===== src/rtl/usart_tx_arbiter.sv =====
// usart_tx_arbiter: packet-granular round-robin sharing of one usart TX FIFO write port.
// Optional stalled-lock revocation with timeout_evt when USART_TX_ARB_TIMEOUT_EN is defined.
module usart_tx_arbiter #(
    parameter int N_REQ   = 4,
    parameter int DATA_W  = 8,
    parameter int TIMEOUT = 64
) (
    input  logic                    clk,
    input  logic                    rst,
    input  logic [N_REQ-1:0]        req_valid,
    input  logic [N_REQ*DATA_W-1:0] req_data,
    input  logic [N_REQ-1:0]        req_last,
    output logic [N_REQ-1:0]        req_ready,
    output logic [N_REQ-1:0]        grant,
    output logic                    busy,
    output logic [DATA_W-1:0]       tx_data_in,
    output logic                    tx_write_en,
    input  logic                    tx_full
`ifdef USART_TX_ARB_TIMEOUT_EN
    ,
    output logic                    timeout_evt
`endif
);
    localparam int IW = $clog2(N_REQ);

    typedef enum logic {IDLE, LOCKED} state_t;

    state_t          state, state_nx;
    logic [IW-1:0]   owner, owner_nx, ptr, ptr_nx, sel, idx;
    logic [N_REQ-1:0] owner_oh;
    logic            locked, hs, done, to;

    assign owner_oh = N_REQ'(1) << owner;
    assign locked   = (state == LOCKED) && !rst;
    assign hs       = locked && req_valid[owner] && !tx_full;
    assign done     = hs && req_last[owner];

`ifdef USART_TX_ARB_TIMEOUT_EN
    localparam int CW = $clog2(TIMEOUT + 1);
    logic [CW-1:0] cnt;
    assign to          = locked && (cnt == CW'(TIMEOUT));
    assign timeout_evt = to;
    // Only owner silence counts; tx_full stalls with valid held are not abandonment.
    always_ff @(posedge clk) begin
        if (rst || state == IDLE || hs)
            cnt <= '0;
        else if (!req_valid[owner])
            cnt <= cnt + 1'b1;
    end
`else
    assign to = 1'b0;
`endif

    // Lowest offset from ptr wins, so scan offsets from high to low.
    always_comb begin
        sel = '0;
        idx = '0;
        for (int k = N_REQ - 1; k >= 0; k--) begin
            idx = IW'((int'(ptr) + k) % N_REQ);
            if (req_valid[idx])
                sel = idx;
        end
    end

    always_comb begin
        state_nx = state;
        owner_nx = owner;
        ptr_nx   = ptr;
        if (state == IDLE) begin
            if (|req_valid) begin
                state_nx = LOCKED;
                owner_nx = sel;
            end
        end else if (done || to) begin
            state_nx = IDLE;
            ptr_nx   = (owner == IW'(N_REQ - 1)) ? '0 : owner + 1'b1;
        end
    end

    always_ff @(posedge clk) begin
        if (rst) begin
            state <= IDLE;
            owner <= '0;
            ptr   <= '0;
        end else begin
            state <= state_nx;
            owner <= owner_nx;
            ptr   <= ptr_nx;
        end
    end

    assign busy        = (state == LOCKED);
    assign grant       = busy ? owner_oh : '0;
    assign req_ready   = (locked && !tx_full) ? owner_oh : '0;
    assign tx_write_en = hs;
    assign tx_data_in  = locked ? req_data[int'(owner)*DATA_W +: DATA_W] : '0;
endmodule


===== config.mk =====
export PLATFORM = sky130hd
export DESIGN_NAME = usart_tx_arbiter
export DESIGN_NICKNAME = d
export VERILOG_FILES = /design/src/rtl/usart_tx_arbiter.sv
export SDC_FILE = /design/constraint.sdc
export NUM_CORES = 1
export LEC_CHECK = 0
export ABC_AREA = 1
export CORE_MARGIN = 5
export CORE_UTILIZATION = 31
export DETAILED_ROUTE_END_ITERATION = 12
export HOLD_SLACK_MARGIN = 0.12
export PLACE_DENSITY = 0.76
export SETUP_SLACK_MARGIN = 0.05
export SYNTH_ARGS = -nofsm -noshare
export SYNTH_HDL_FRONTEND = slang
export SYNTH_SLANG_ARGS = --single-unit

===== constraint.sdc =====
create_clock -name clk -period 1.4 [get_ports clk]
set_input_delay 0.14 -clock clk [delete_from_list [all_inputs] [get_ports clk]]
set_output_delay 0.14 -clock clk [all_outputs]
set_load 0.02 [all_outputs]

# Word level (Yosys, flattened, before mapping)
# Index checks and enable logic that the tools add are counted.
# op_classes
add_sub_neg	4
mul	0
div_mod_pow	0
magnitude_cmp	5
eq_ne	1
shift	2
mux	23
bitwise_logic	1
n_reduce_logical	10
# ops
op	n
variable part select 32 x 6 -> 8 bit	1
less-than comparator 2 x 3 -> 1 bit, second input constant	5
binary-select mux 1 bit (select 2 bit)	6
two-way mux 2 bit	5
two-way mux 1 bit	9
two-way mux 4 bit	2
two-way mux 8 bit	1
logical AND 1 bit	5
adder 2 x 1 -> 2 bit, second input constant	2
adder 2 bit, second input constant	2
AND reduction 2 bit	2
OR reduction 4 bit	1
<< shifter 1 x 2 -> 4 bit, first input constant	1
== test 2 bit, second input constant	1
zero test 1 bit	2
inverter 1 bit	1
# word_totals
regBits	5
latchBits	0
ram_bits	0
mem_bits_ro	0
output_inout_bits	18
elab_cells	49
mem_count	0

# Logic depth before layout (Yosys ltp)
# Gate-level depths: netlist of the first run.
# logic_depth
ltp_word	7
mapped_depth	12

# Worst setup path after synthesis of the first run
# OpenSTA, ideal clock, no wires.
# synth_path
path_type	register to output
startpoint	register owner[0]
endpoint	output req_ready[2]
t_arrival_ns	1.381
path_slack_ns	-0.121
path_stages_with_launch	7
n_path_buf	2
path_cell_list	dfxtp_1 > inv_1 > buf_2 > clkbuf_1 > ha_1 > inv_1 > nor2_1
# synth_between
elab_chain_cells	2
# synth_lines
element	line_no	source
from (decl)	29	logic [IW-1:0] owner, owner_nx, ptr, ptr_nx, sel, idx;
from (signal assigned)	87	owner <= owner_nx;
<< shifter 1 x 2 -> 4 bit	33	assign owner_oh = N_REQ'(1) << owner;
two-way mux 4 bit	94	assign req_ready = (locked && !tx_full) ? owner_oh : '0;
to (decl)	13	output logic [N_REQ-1:0] req_ready,
# Every way passes these cells.

# Worst setup path after layout of the first run
# layout_path
startpoint	register owner[0]
endpoint	output tx_data_in[2]
# layout_between
elab_chain_cells	2
# layout_lines
element	line_no	source
variable part select 32 x 6 -> 8 bit	96	assign tx_data_in = locked ? req_data[int'(owner)*DATA_W +: DATA_W] : '0;
two-way mux 8 bit	96	
to (decl)	16	output logic [DATA_W-1:0] tx_data_in,
# Every way passes these cells.

==> qor.yml, run 1 <==
yosys:
  syn_area_um2: 860
  synth_warnings: 0
  synth_cells: 168
  synth.avg_cell_area_um2: 5.12
  ys_ff_latch: 5
  syn_nets: 215
  ys_seq_area_share_pct: 11.6
  yosysUniqueCellTypes: 21
final_layout:
  regArea_um2: 110
  n_antenna_cell: 0
  area.growth.synth_to_final_pct: 121
  post-route-util_pct: 70.2
  nets: 297
  drive_gt1_share_pct: 37.8
  final_cell_area_um2: 1900
  final_common_cell: "clkdlybuf4s50_1"
  final_cell_mix: "clkdlybuf4s50_1, nor2_1, nand2_1"
  stdcell_count: 280
  fillCellCount: 234
  multiInputGateArea_um2: 757
setup_path:
  crit_slowest_cell: "dfxtp_4"
  r2r-start: "owner[1]"
  critPathLaunchType: "flop"
  cp_data_required_time_ns: 1.26
  end_kind: "output pin"
  cp_common_cell: "nor2_1"
  worstPathMaxFanout: 6
  r2r-end: "ptr[1]"
  cp_slowest_stage_delay_ns: 0.40
  arrival_ns: 1.33
  crit_chain: "clkbuf_16 -> nor2_1 -> nor2_1 -> o21ai_1 -> a21oi_2 -> buf_6"
  r2r_setup_slack_ns: 0.09
  rr_worst_depth: 9
  crit_type: "flop to output pin"
sta:
  drv_slew: 0
  final_hold_viol_count: 0
  rsz0062_at_grt: "yes"
  worst_pin_slew_ns: 0.237
  period_share_pct: 105
  setup_viol: 13
  tns_ns: -0.379
  max_clock_freq_mhz: 678
  period_needed_ns: 1.47
  slew_headroom_pct: 84.1
  worst_hold_slack_ns: 0.266
  fin_skew_ns: 0.00774
  fin_ws_ns: -0.0749
hold_path:
  min_path_type: "primary input to flop"
  holdPathStages: 3
  hold-path-endpoint: "owner[0]"
  hp-start: "rst"
place:
  globalplace.congestion: 0.864
  post_dp_cell_area_um2: 1690
  post-place-ws_ns: -0.492
  port-buffer-count: 60
  hpwlAfterDp_mm: 2.52
  placed_cells: 273
routing:
  wl_met1_mm: 1.31
  highest_layer: "met4"
  drt_iter0_markers: 68
  wire_per_inst_um: 12.0
  drc: 0
  dr.pass1.iters: 4
  num_vias: 1327
  drt-vias-per-instance: 4.74
  wl_met2_mm: 1.76
  ant_nets: 0
  route.met3.wl_um: 275
  drt_wl_total_mm: 3.37
floorplanning:
  fp.dieArea_um2: 3930
  core_um2: 2710
  num_rows: 19
  fp.dieW_um: 62.7
  io_pins: 61
  dieHeight_um: 62.7
  initial_core_util_pct: 31.7
global_routing:
  antenna_found_initial: 0
  gr-total-overflow: 0
  grt_pass1_wl_mm: 5.04
  grt_start_max_net_pins: 13
  grt_pass1_vias: 1206
  grtUsageTotal_pct: 15.3
pwr:
  finalPower_mw: 0.972
  leakage_nw: 0.911
  peakVddDrop_mv: 0.350
  p_per_area_nw_per_um2: 511
clock_network:
  cts-buffers-inserted: 3
  cts_root_buffer: "clkbuf_4"
  clkTransAtPathRegs_ns: 0.04
  clkSinkCount: 5
  cts_max_path_buffers: 2
  cts_tree: "done"
  clock_latency_ns: 0.26
  h-tree-depth: 1
  hold_buffers: 0
run_status:
  outcome: "finished, violations left"
  failed_checks: "setup timing"
run:
  drv_cap: 0
## flip-flops by register name, summed over array words and instances (netlist names)
name   cells
ptr        2
owner      2
busy       1
## cell type report
type / count / share of cell area, %
inverters: 25 / 5.46
clock buffers: 4 / 1.38
repair buffers: 84 / 45.5
flip-flops and latches: 5 / 5.79
well taps: 31 / 2.04
multi-input cells: 131 / 39.8
## routing by layer
metal	global-route usage [%]	vias to the layer above
met2	28.4	47
li1	-	692
met5	0	-
met3	4.68	2
met1	15.9	586
met4	5.57	0
## power breakdown
part	switching [mW]	internal, mW	total (mW)
registers	0.0162	0.152	0.168
clock network	0.0727	0.109	0.181
logic	0.293	0.329	0.622
## kinds of logic (layout without fill, tap and decap cells)
kind of cell	count (synthesis)	count (layout)	synth area share, %
AND/OR/NAND/NOR	89	89	42.9
flip-flops	5	5	11.6
buffers and inverters	32	113	15.7
adder cells (fa/ha/maj)	4	4	5.82
AO/OA/AOI/OAI	38	38	23.9
## cells in the mapped netlist
master	n	area, um^2
nand3_1	10	50.1
nor4_1	1	6.26
inv_2	5	18.8
nor2_1	40	150
o21ai_1	4	20.0
nand2_1	34	128
inv_1	18	67.6
dfxtp_1	5	100
o211ai_1	1	7.51
buf_2	5	25.0
o22ai_1	1	6.26
a21oi_1	13	65.1
ha_1	4	50.1
nand2_2	1	6.26
o21ai_0	18	90.1
inv_4	2	12.5
clkbuf_1	1	3.75
buf_4	1	7.51
a21oi_4	1	16.3
nand4_1	1	6.26
nor2_4	2	22.5
## repair_timing
| item | 4_1_cts | 5_1_grt |
|---|---|---|
| hold endpoints to repair | 0 | 0 |
| setup endpoints to repair | 22 | 22 |
| gates cloned | 0 | 1 |
| pin swaps | 6 | 11 |
| gates resized for setup | 121 | 37 |
| buffers inserted | 1 | 2 |
## how the worst max path moves through the flow
stage | startpoint | end | slack (ns) | cells past startpoint
floorplan | owner[0] | tx_data_in[0] | 0.05 | 6
global placement | req_valid[1] | tx_write_en | -0.46 | 6
detailed placement | req_valid[1] | tx_write_en | -0.49 | 6
CTS | owner[0] | tx_data_in[7] | -0.03 | 6
global route | owner[0] | tx_data_in[2] | -0.14 | 6
finish | owner[0] | tx_data_in[2] | -0.07 | 6
## worst max-delay path, delay by kind of cell, from the launching register on
kind	cells	cell delay, ns
flip-flops	1	0.40
buffers and inverters	2	0.30
AO/OA/AOI/OAI	2	0.24
AND/OR/NAND/NOR	2	0.14
Power figures use the tool's default switching activity.
==> run 2: changes to the inputs <==
--- a/config.mk
+++ b/config.mk
@@ -10,7 +10,7 @@
 export CORE_UTILIZATION = 31
 export DETAILED_ROUTE_END_ITERATION = 12
 export HOLD_SLACK_MARGIN = 0.12
-export PLACE_DENSITY = 0.76
+export PLACE_DENSITY_LB_ADDON = 0.08
 export SETUP_SLACK_MARGIN = 0.05
 export SYNTH_ARGS = -nofsm -noshare
 export SYNTH_HDL_FRONTEND = slang
==> qor.yml, run 2 (synthesized netlist as in run 1, its figures left out) <==
run_status:
  outcome: "finished, violations left"
  failed_checks: "setup timing"
final_layout:
  fillCellCount: 213
  final_common_cell: "clkdlybuf4s50_1"
  n_antenna_cell: 0
  regArea_um2: 113
  nets: 303
  drive_gt1_share_pct: 40.8
  final_cell_mix: "clkdlybuf4s50_1, nand2_1, nor2_1"
  multiInputGateArea_um2: 781
  stdcell_count: 286
  area.growth.synth_to_final_pct: 130
sta:
  drv_slew: 0
  worst_pin_slew_ns: 0.245
  period_share_pct: 106
  tns_ns: -0.802
  fin_skew_ns: 0.00131
  rsz0062_at_grt: "yes"
  final_hold_viol_count: 0
  period_needed_ns: 1.49
  fin_ws_ns: -0.0860
  max_clock_freq_mhz: 673
  setup_viol: 16
  slew_headroom_pct: 83.7
clock_network:
  hold_buffers: 0
  clock_latency_ns: 0.25
  cts_root_buffer: "clkbuf_4"
  clkSinkCount: 5
  clkTransAtPathRegs_ns: 0.04
  cts_tree: "done"
  h-tree-depth: 1
  cts-buffers-inserted: 3
  cts_max_path_buffers: 2
global_routing:
  gr-total-overflow: 0
  grt_pass1_vias: 1351
  grt_start_max_net_pins: 19
  antenna_found_initial: 0
  grtUsageTotal_pct: 17.1
  grt_pass1_wl_mm: 5.65
pwr:
  p_switching_mw: 0.407
  netSwitchingFraction_pct: 39.6
  pwr-share-clk_pct: 16.9
  leakage_nw: 0.936
  peakVddDrop_mv: 0.523
  p_seq_share_pct: 16.8
  p_per_area_nw_per_um2: 519
  combPwrFrac_pct: 66.4
  p_int_mw: 0.621
setup_path:
  worstPathMaxFanout: 9
  cp_slowest_stage_delay_ns: 0.38
  cp_data_required_time_ns: 1.26
  crit_buf_inv: 4
  crit_slowest_cell: "dfxtp_4"
  cp_top_family: "buffers and inverters"
  r2r_setup_slack_ns: 0.08
  crit_chain: "inv_4 -> buf_12 -> ha_2 -> inv_1 -> nor2_2 -> buf_6"
  end_kind: "output pin"
  critPathLaunchType: "flop"
  crit_type: "flop to output pin"
  arrival_ns: 1.35
place:
  hpwlAfterDp_mm: 2.93
  placed_cells: 275
  globalplace.congestion: 0.842
  port-buffer-count: 60
floorplanning:
  fp.dieW_um: 62.7
  fp.dieArea_um2: 3930
  dieHeight_um: 62.7
  io_pins: 61
  core_um2: 2710
  initial_core_util_pct: 31.7
  num_rows: 19
routing:
  drc: 0
  drt_iter0_markers: 64
  drt-vias-per-instance: 5.05
  wire_per_inst_um: 13.5
  ant_nets: 0
  dr.pass1.iters: 4
  num_vias: 1443
  drt_wl_total_mm: 3.87
run:
  drv_cap: 0
hold_path:
  min_path_type: "primary input to flop"
==> run 2: cell types whose count changed in the layout (fill, tap and decap cells not counted), moves of 2 or more <==
cell	delta
buf_4	+6
nor2_1	-3
nor2_2	+3
o21ai_1	-3
dlymetal6s2s_1	-2
nand3_1	+2
nand3_2	-2
o21ai_2	+2
==> run 2: final cells by class <==
cell class | instances | share of cell area, %
multi-input cells | 131 | 39.4
well taps | 31 | 1.96
clock buffers | 4 | 1.33
inverters | 25 | 5.24
flip-flops and latches | 5 | 5.69
repair buffers | 90 | 46.4
==> run 2: worst paths after layout <==
check / startpoint / to / depth (start not counted)
max: owner[0] / req_ready[0] / 6
min: rst / ptr[1] / 3
max reg2reg: owner[0] / ptr[0] / 8
min reg2reg: ptr[1] / ptr[1] / 2
==> run 2: tightest hold or removal path: stages <==
cell and delay (ns):
dlygate4sd2_1 0.27, buf_4 0.15, a21oi_2 0.03
==> run 2: power by group through the flow <==
stage                     combinational [mW]  sequential (mW)  clock, mW
after floorplan                        0.263            0.167          0
after global placement                 0.549            0.167          0
after detailed placement               0.562            0.167          0
after CTS                              0.588            0.169      0.174
after global routing                   0.738            0.174      0.190
final                                  0.682            0.172      0.173
==> run 2: timing repair <==
| action | in CTS | in global routing |
|---|---|---|
| setup endpoints to repair | 21 | 20 |
| buffers inserted | 1 | 3 |
| resized for setup | 124 | 40 |
| cloned | 0 | 3 |
| pin swaps | 5 | 12 |
==> run 2: metal layers <==
layer  vias up  track usage (%)  wire length (um)
met5         -                0                 0
met4         0             3.71               105
met3        12             7.55               317
met2        57             32.1              2060
met1       666             17.1              1380
li1        708                -                 -
==> run 2: through the flow <==
step                      utilization (%)  instance area [um^2]  hold WS (ns)  total power [mW]  worst slack [ns]
final                                73.1                  1980         0.385              1.03           -0.0860
after global routing                 73.1                  1980         0.404              1.10            -0.156
after CTS                            65.7                  1780         0.388             0.930           -0.0549
after detailed placement             63.1                  1710         0.531             0.728            -0.512
after global placement               63.1                  1710         0.524             0.716            -0.493
after floorplan                         -                   900         0.209             0.429            0.0522
==> RTL change 1, RTL diff (flow settings as in run 1) <==
Add a define of `USART_TX_ARB_TIMEOUT_EN`.
--- a/src/rtl/usart_tx_arbiter.sv
+++ b/src/rtl/usart_tx_arbiter.sv
@@ -2,2 +2,4 @@
 // Optional stalled-lock revocation with timeout_evt when USART_TX_ARB_TIMEOUT_EN is defined.
+`define USART_TX_ARB_TIMEOUT_EN
+
 module usart_tx_arbiter #(
Formal check against the unedited RTL (old outputs only; new: timeout_evt): no difference found for any inputs over 10 cycles, from zero or initial values and one cycle with rst high; that may be too few to reach the edited logic, so the function may still have changed.
==> RTL change 1 against run 1 <==
Power increased by 34%; clock power up 78%; the flow still finishes with violations (negative setup slack); routed wire length up 41%; register-to-register slack worse by 170 ps; setup slack worse by 13 ps; via count up 28%; sequential cell count grew 7; design area rose by 31%; largest power group unchanged; first-iteration DRC count is 2.9% lower; synthesized area increased by 39%; worst hold slack better by 160 ps.
==> RTL change 1: results (changes against run 1) <==
{
  "run_status": {"value": "finished, violations left", "change": "unchanged"},
  "violations_in_the_final_reports": {"value": "negative setup slack", "change": "unchanged"},
  "route.detailed.wl_per_inst": {"value": 13.4, "unit": "um", "change": "was 12.0 um"},
  "layout.nets": {"value": 357, "change": "was 297"},
  "post-cts-setup-buffers": {"value": 5, "change": "was 1"},
  "postPlaceCellArea": {"value": 2090, "unit": "sq um", "change": "was 1690 sq um"},
  "hold-path-endpoint": {"value": "ptr[1]", "change": "was owner[0]"},
  "dpl.hpwl": {"value": 3320, "unit": "um", "change": "was 2520 um"},
  "clock-skew-final": {"value": 4.58, "unit": "ps", "change": "was 7.74 ps"},
  "p_per_area": {"value": 523, "unit": "nW/um^2", "change": "was 511 nW/um^2"},
  "clock_insertion_delay_worst_skew": {"value": 240, "unit": "ps", "change": "was 260 ps"},
  "grt_first_pass_wirelength": {"value": 6840, "unit": "um", "change": "was 5040 um"},
  "dp_slack": {"value": -591, "unit": "ps", "change": "was -492 ps"},
  "buffer_ports.inserted": {"value": 61, "change": "was 60"},
  "final.setup.tns": {"value": -1050, "unit": "ps", "change": "was -379 ps"},
  "finalWorstSetupSlack": {"value": -87.7, "unit": "ps", "change": "was -74.9 ps"},
  "data_arrival_critical_path": {"value": 1350, "unit": "ps", "change": "was 1330 ps"},
  "grt_util_all_layers": {"value": 0.162, "change": "was 0.153"},
  "p_leak": {"value": 0.00108, "unit": "uW", "change": "was 0.000911 uW"},
  "synth_compound_area_frac": {"value": 0.182, "change": "was 0.239"},
  "postRouteWirelength": {"value": 4760, "unit": "um", "change": "was 3370 um"},
  "maximum_vdd_ir_drop": {"value": 0.635, "unit": "mV", "change": "was 0.350 mV"},
  "use_met1": {"value": 0.183, "change": "was 0.159"},
  "wl_met2": {"value": 2650, "unit": "um", "change": "was 1760 um"},
  "wl_met1": {"value": 1880, "unit": "um", "change": "was 1310 um"},
  "worst-r2r-setup-slack": {"value": -80, "unit": "ps", "change": "was 90 ps"},
  "maxSlewHeadroom": {"value": 0.823, "change": "was 0.841"},
  "post_cts.resized_instances": {"value": 138, "change": "was 121"},
  "switchingPower": {"value": 429, "unit": "uW", "change": "was 382 uW"},
  "worst_setup_path_endpoint": {"value": "tx_data_in[4]", "change": "was tx_data_in[2]"},
  "global_route.usage.met2": {"value": 0.313, "change": "was 0.284"},
  "detailroute.wirelength.met3": {"value": 122, "unit": "um", "change": "was 275 um"},
  "nets_in_the_synthesized_netlist": {"value": 260, "change": "was 215"},
  "ys_seq_area_frac": {"value": 0.201, "change": "was 0.116"},
  "crit-reg2reg-capture": {"value": "cnt[4]", "change": "was ptr[1]"},
  "dp.cells": {"value": 341, "change": "was 273"},
  "route.vias.total": {"value": 1692, "change": "was 1327"},
  "finalSetupViolCount": {"value": 21, "change": "was 13"}
}
==> RTL change 1: worst max-delay path, stage by stage, from the launching register on <==
cell and delay (ps):
sky130_fd_sc_hd__dfxtp_4 430, sky130_fd_sc_hd__buf_6 140, sky130_fd_sc_hd__nor2_1 50, sky130_fd_sc_hd__nor2_1 100
sky130_fd_sc_hd__o21ai_1 100, sky130_fd_sc_hd__a21oi_2 140, sky130_fd_sc_hd__buf_6 130
==> RTL change 1: cells by family after synthesis <==
group                      after synthesis
and+or+nand+nor                        115
buffers and inverters                   36
adders and majority gates                6
DFF                                     12
AOI/OAI and AO/OA                       42
==> RTL change 1: cell type report <==
class	instances	area, sq um
Fill cell	295	1190
Inverter	29	124
Tap cell	48	60.1
Clock buffer	4	45.0
Sequential cell	12	255
Timing Repair Buffer	99	963
Multi-Input combinational cell	163	1050
==> RTL change 1: power groups by stage <==
stage	combinational, uW	clock, uW	sequential, uW
finish	616	323	365
global route	662	353	367
CTS	535	330	362
detailed placement	484	0	367
global placement	478	0	367
floorplan	234	0	371
==> RTL change 2, RTL diff (flow settings as in run 1) <==
Without the edit above. `N_REQ`: 4 -> 8.
--- a/src/rtl/usart_tx_arbiter.sv
+++ b/src/rtl/usart_tx_arbiter.sv
@@ -3,3 +3,3 @@
 module usart_tx_arbiter #(
-    parameter int N_REQ   = 4,
+    parameter int N_REQ   = 8,
     parameter int DATA_W  = 8,
Ports: changed (5 resized); port bits go from 61 to 109. The function was not compared with the original's and may differ.
==> RTL change 2 against run 1 <==
The flow still finishes with violations (negative setup slack); maximum frequency fell by 32%; largest cell class is now multi-input gates; core utilization rose by 14 points; routed wire length rose to 4.2 times the old value; final cell count rose by 110%; sequential cell count rose by 2; design area rose by 150%; power rose to 3.4 times the old value; clock power rose by 120%; synthesized cell count rose by 100%; setup slack got worse by 680 ps; synthesized area rose by 110%; via count rose to 2.8 times the old value; non-clock buffer count rose by 118; critical endpoint is now owner[1]; clock skew rose by 2.4 ps.
==> RTL change 2: results (changes against run 1) <==
{
  "worst-r2r-cell-count": {"value": 14, "change": "was 9"},
  "final.hold.worst_slack": {"value": 683, "unit": "ps", "change": "was 266 ps"},
  "maximum_vdd_ir_drop": {"value": 0.428, "unit": "mV", "change": "was 0.350 mV"},
  "worst_r2r_startpoint": {"value": "ptr[0]", "change": "was owner[1]"},
  "detailroute.wirelength.met3": {"value": 1410, "unit": "um", "change": "was 275 um"},
  "buffer_ports.inserted": {"value": 108, "change": "was 60"},
  "globalRouteMet3Util": {"value": 0.0665, "change": "was 0.0468"},
  "finalWorstSetupSlack": {"value": -757, "unit": "ps", "change": "was -74.9 ps"},
  "postPlaceCellArea": {"value": 3630, "unit": "sq um", "change": "was 1690 sq um"},
  "routabilityCongestion": {"value": 0.932, "change": "was 0.864"},
  "finalSetupViolCount": {"value": 32, "change": "was 13"},
  "grt_first_pass_wirelength": {"value": 17200, "unit": "um", "change": "was 5040 um"},
  "crit-reg2reg-capture": {"value": "owner[1]", "change": "was ptr[1]"},
  "postRouteWirelength": {"value": 14000, "unit": "um", "change": "was 3370 um"},
  "run_status": {"value": "finished, violations left", "change": "unchanged"},
  "synth_commonest_cells": {"value": "59 x sky130_fd_sc_hd__nor2_1, 55 x sky130_fd_sc_hd__nand2_1, 49 x sky130_fd_sc_hd__o21ai_0", "change": "was 40 x sky130_fd_sc_hd__nor2_1, 34 x sky130_fd_sc_hd__nand2_1, 18 x sky130_fd_sc_hd__inv_1, 18 x sky130_fd_sc_hd__o21ai_0, 13 x sky130_fd_sc_hd__a21oi_1"},
  "synth_top_cells_by_area": {"value": "sky130_fd_sc_hd__o21ai_0 14%, sky130_fd_sc_hd__nor2_1 12%, sky130_fd_sc_hd__nand2_1 11%, sky130_fd_sc_hd__nand3_1 10%, sky130_fd_sc_hd__dfxtp_1 7.8%", "change": "was sky130_fd_sc_hd__nor2_1 17%, sky130_fd_sc_hd__nand2_1 15%, sky130_fd_sc_hd__dfxtp_1 12%, sky130_fd_sc_hd__o21ai_0 10%, sky130_fd_sc_hd__inv_1 7.9%"},
  "drtIter0Drc": {"value": 487, "change": "was 68"},
  "post_cts.resized_instances": {"value": 225, "change": "was 121"},
  "final.setup.tns": {"value": -10970, "unit": "ps", "change": "was -379 ps"},
  "post_synth_xor_area_fraction": {"value": 0.0360, "change": "was 0"},
  "synth_compound_area_frac": {"value": 0.278, "change": "was 0.239"},
  "route.vias.total": {"value": 3704, "change": "was 1327"},
  "ys_seq_area_frac": {"value": 0.0775, "change": "was 0.116"},
  "yosys.cell_types.count": {"value": 31, "change": "was 21"},
  "violations_in_the_final_reports": {"value": "negative setup slack", "change": "unchanged"},
  "dp.cells": {"value": 552, "change": "was 273"},
  "yosys.area_share.adder": {"value": 0.0554, "change": "was 0.0582"},
  "dpl.hpwl": {"value": 6830, "unit": "um", "change": "was 2520 um"},
  "nets_in_the_synthesized_netlist": {"value": 427, "change": "was 215"},
  "post-cts-setup-buffers": {"value": 25, "change": "was 1"},
  "drtPass1Iterations": {"value": 5, "change": "was 4"}
}
## RTL change 2: changes by cell type after synthesis, sizes merged, moves of 5 or more
cell and delta:
nor3 +12, nor2 +19, nand2 +24, a31oi +11, buf +5, clkbuf +7
nand3 +30, o22ai +7, o21ai +30, inv +7
## RTL change 2: final cells by class
| type | count | area (sq um) |
|---|---|---|
| Sequential cell | 7 | 159 |
| Timing Repair Buffer | 202 | 2110 |
| Tap cell | 72 | 90.1 |
| Inverter | 33 | 189 |
| Clock buffer | 4 | 45.0 |
| Multi-Input combinational cell | 277 | 2120 |
| Fill cell | 273 | 863 |
## RTL change 2: where the power goes
group | switching, uW | internal (uW) | leakage (uW)
sequential | 48.2 | 219 | 0.0000607
combinational | 1390 | 1300 | 0.00190
clock | 191 | 203 | 0.0000228
## RTL change 2: worst max-delay path by stage
stage                     cells past startpoint     endpoint
final                                        14     owner[1]
after global routing                         14     owner[1]
after CTS                                    16     owner[1]
after detailed placement                      8  tx_write_en
after global placement                        8  tx_write_en
after floorplan                              17     owner[0]
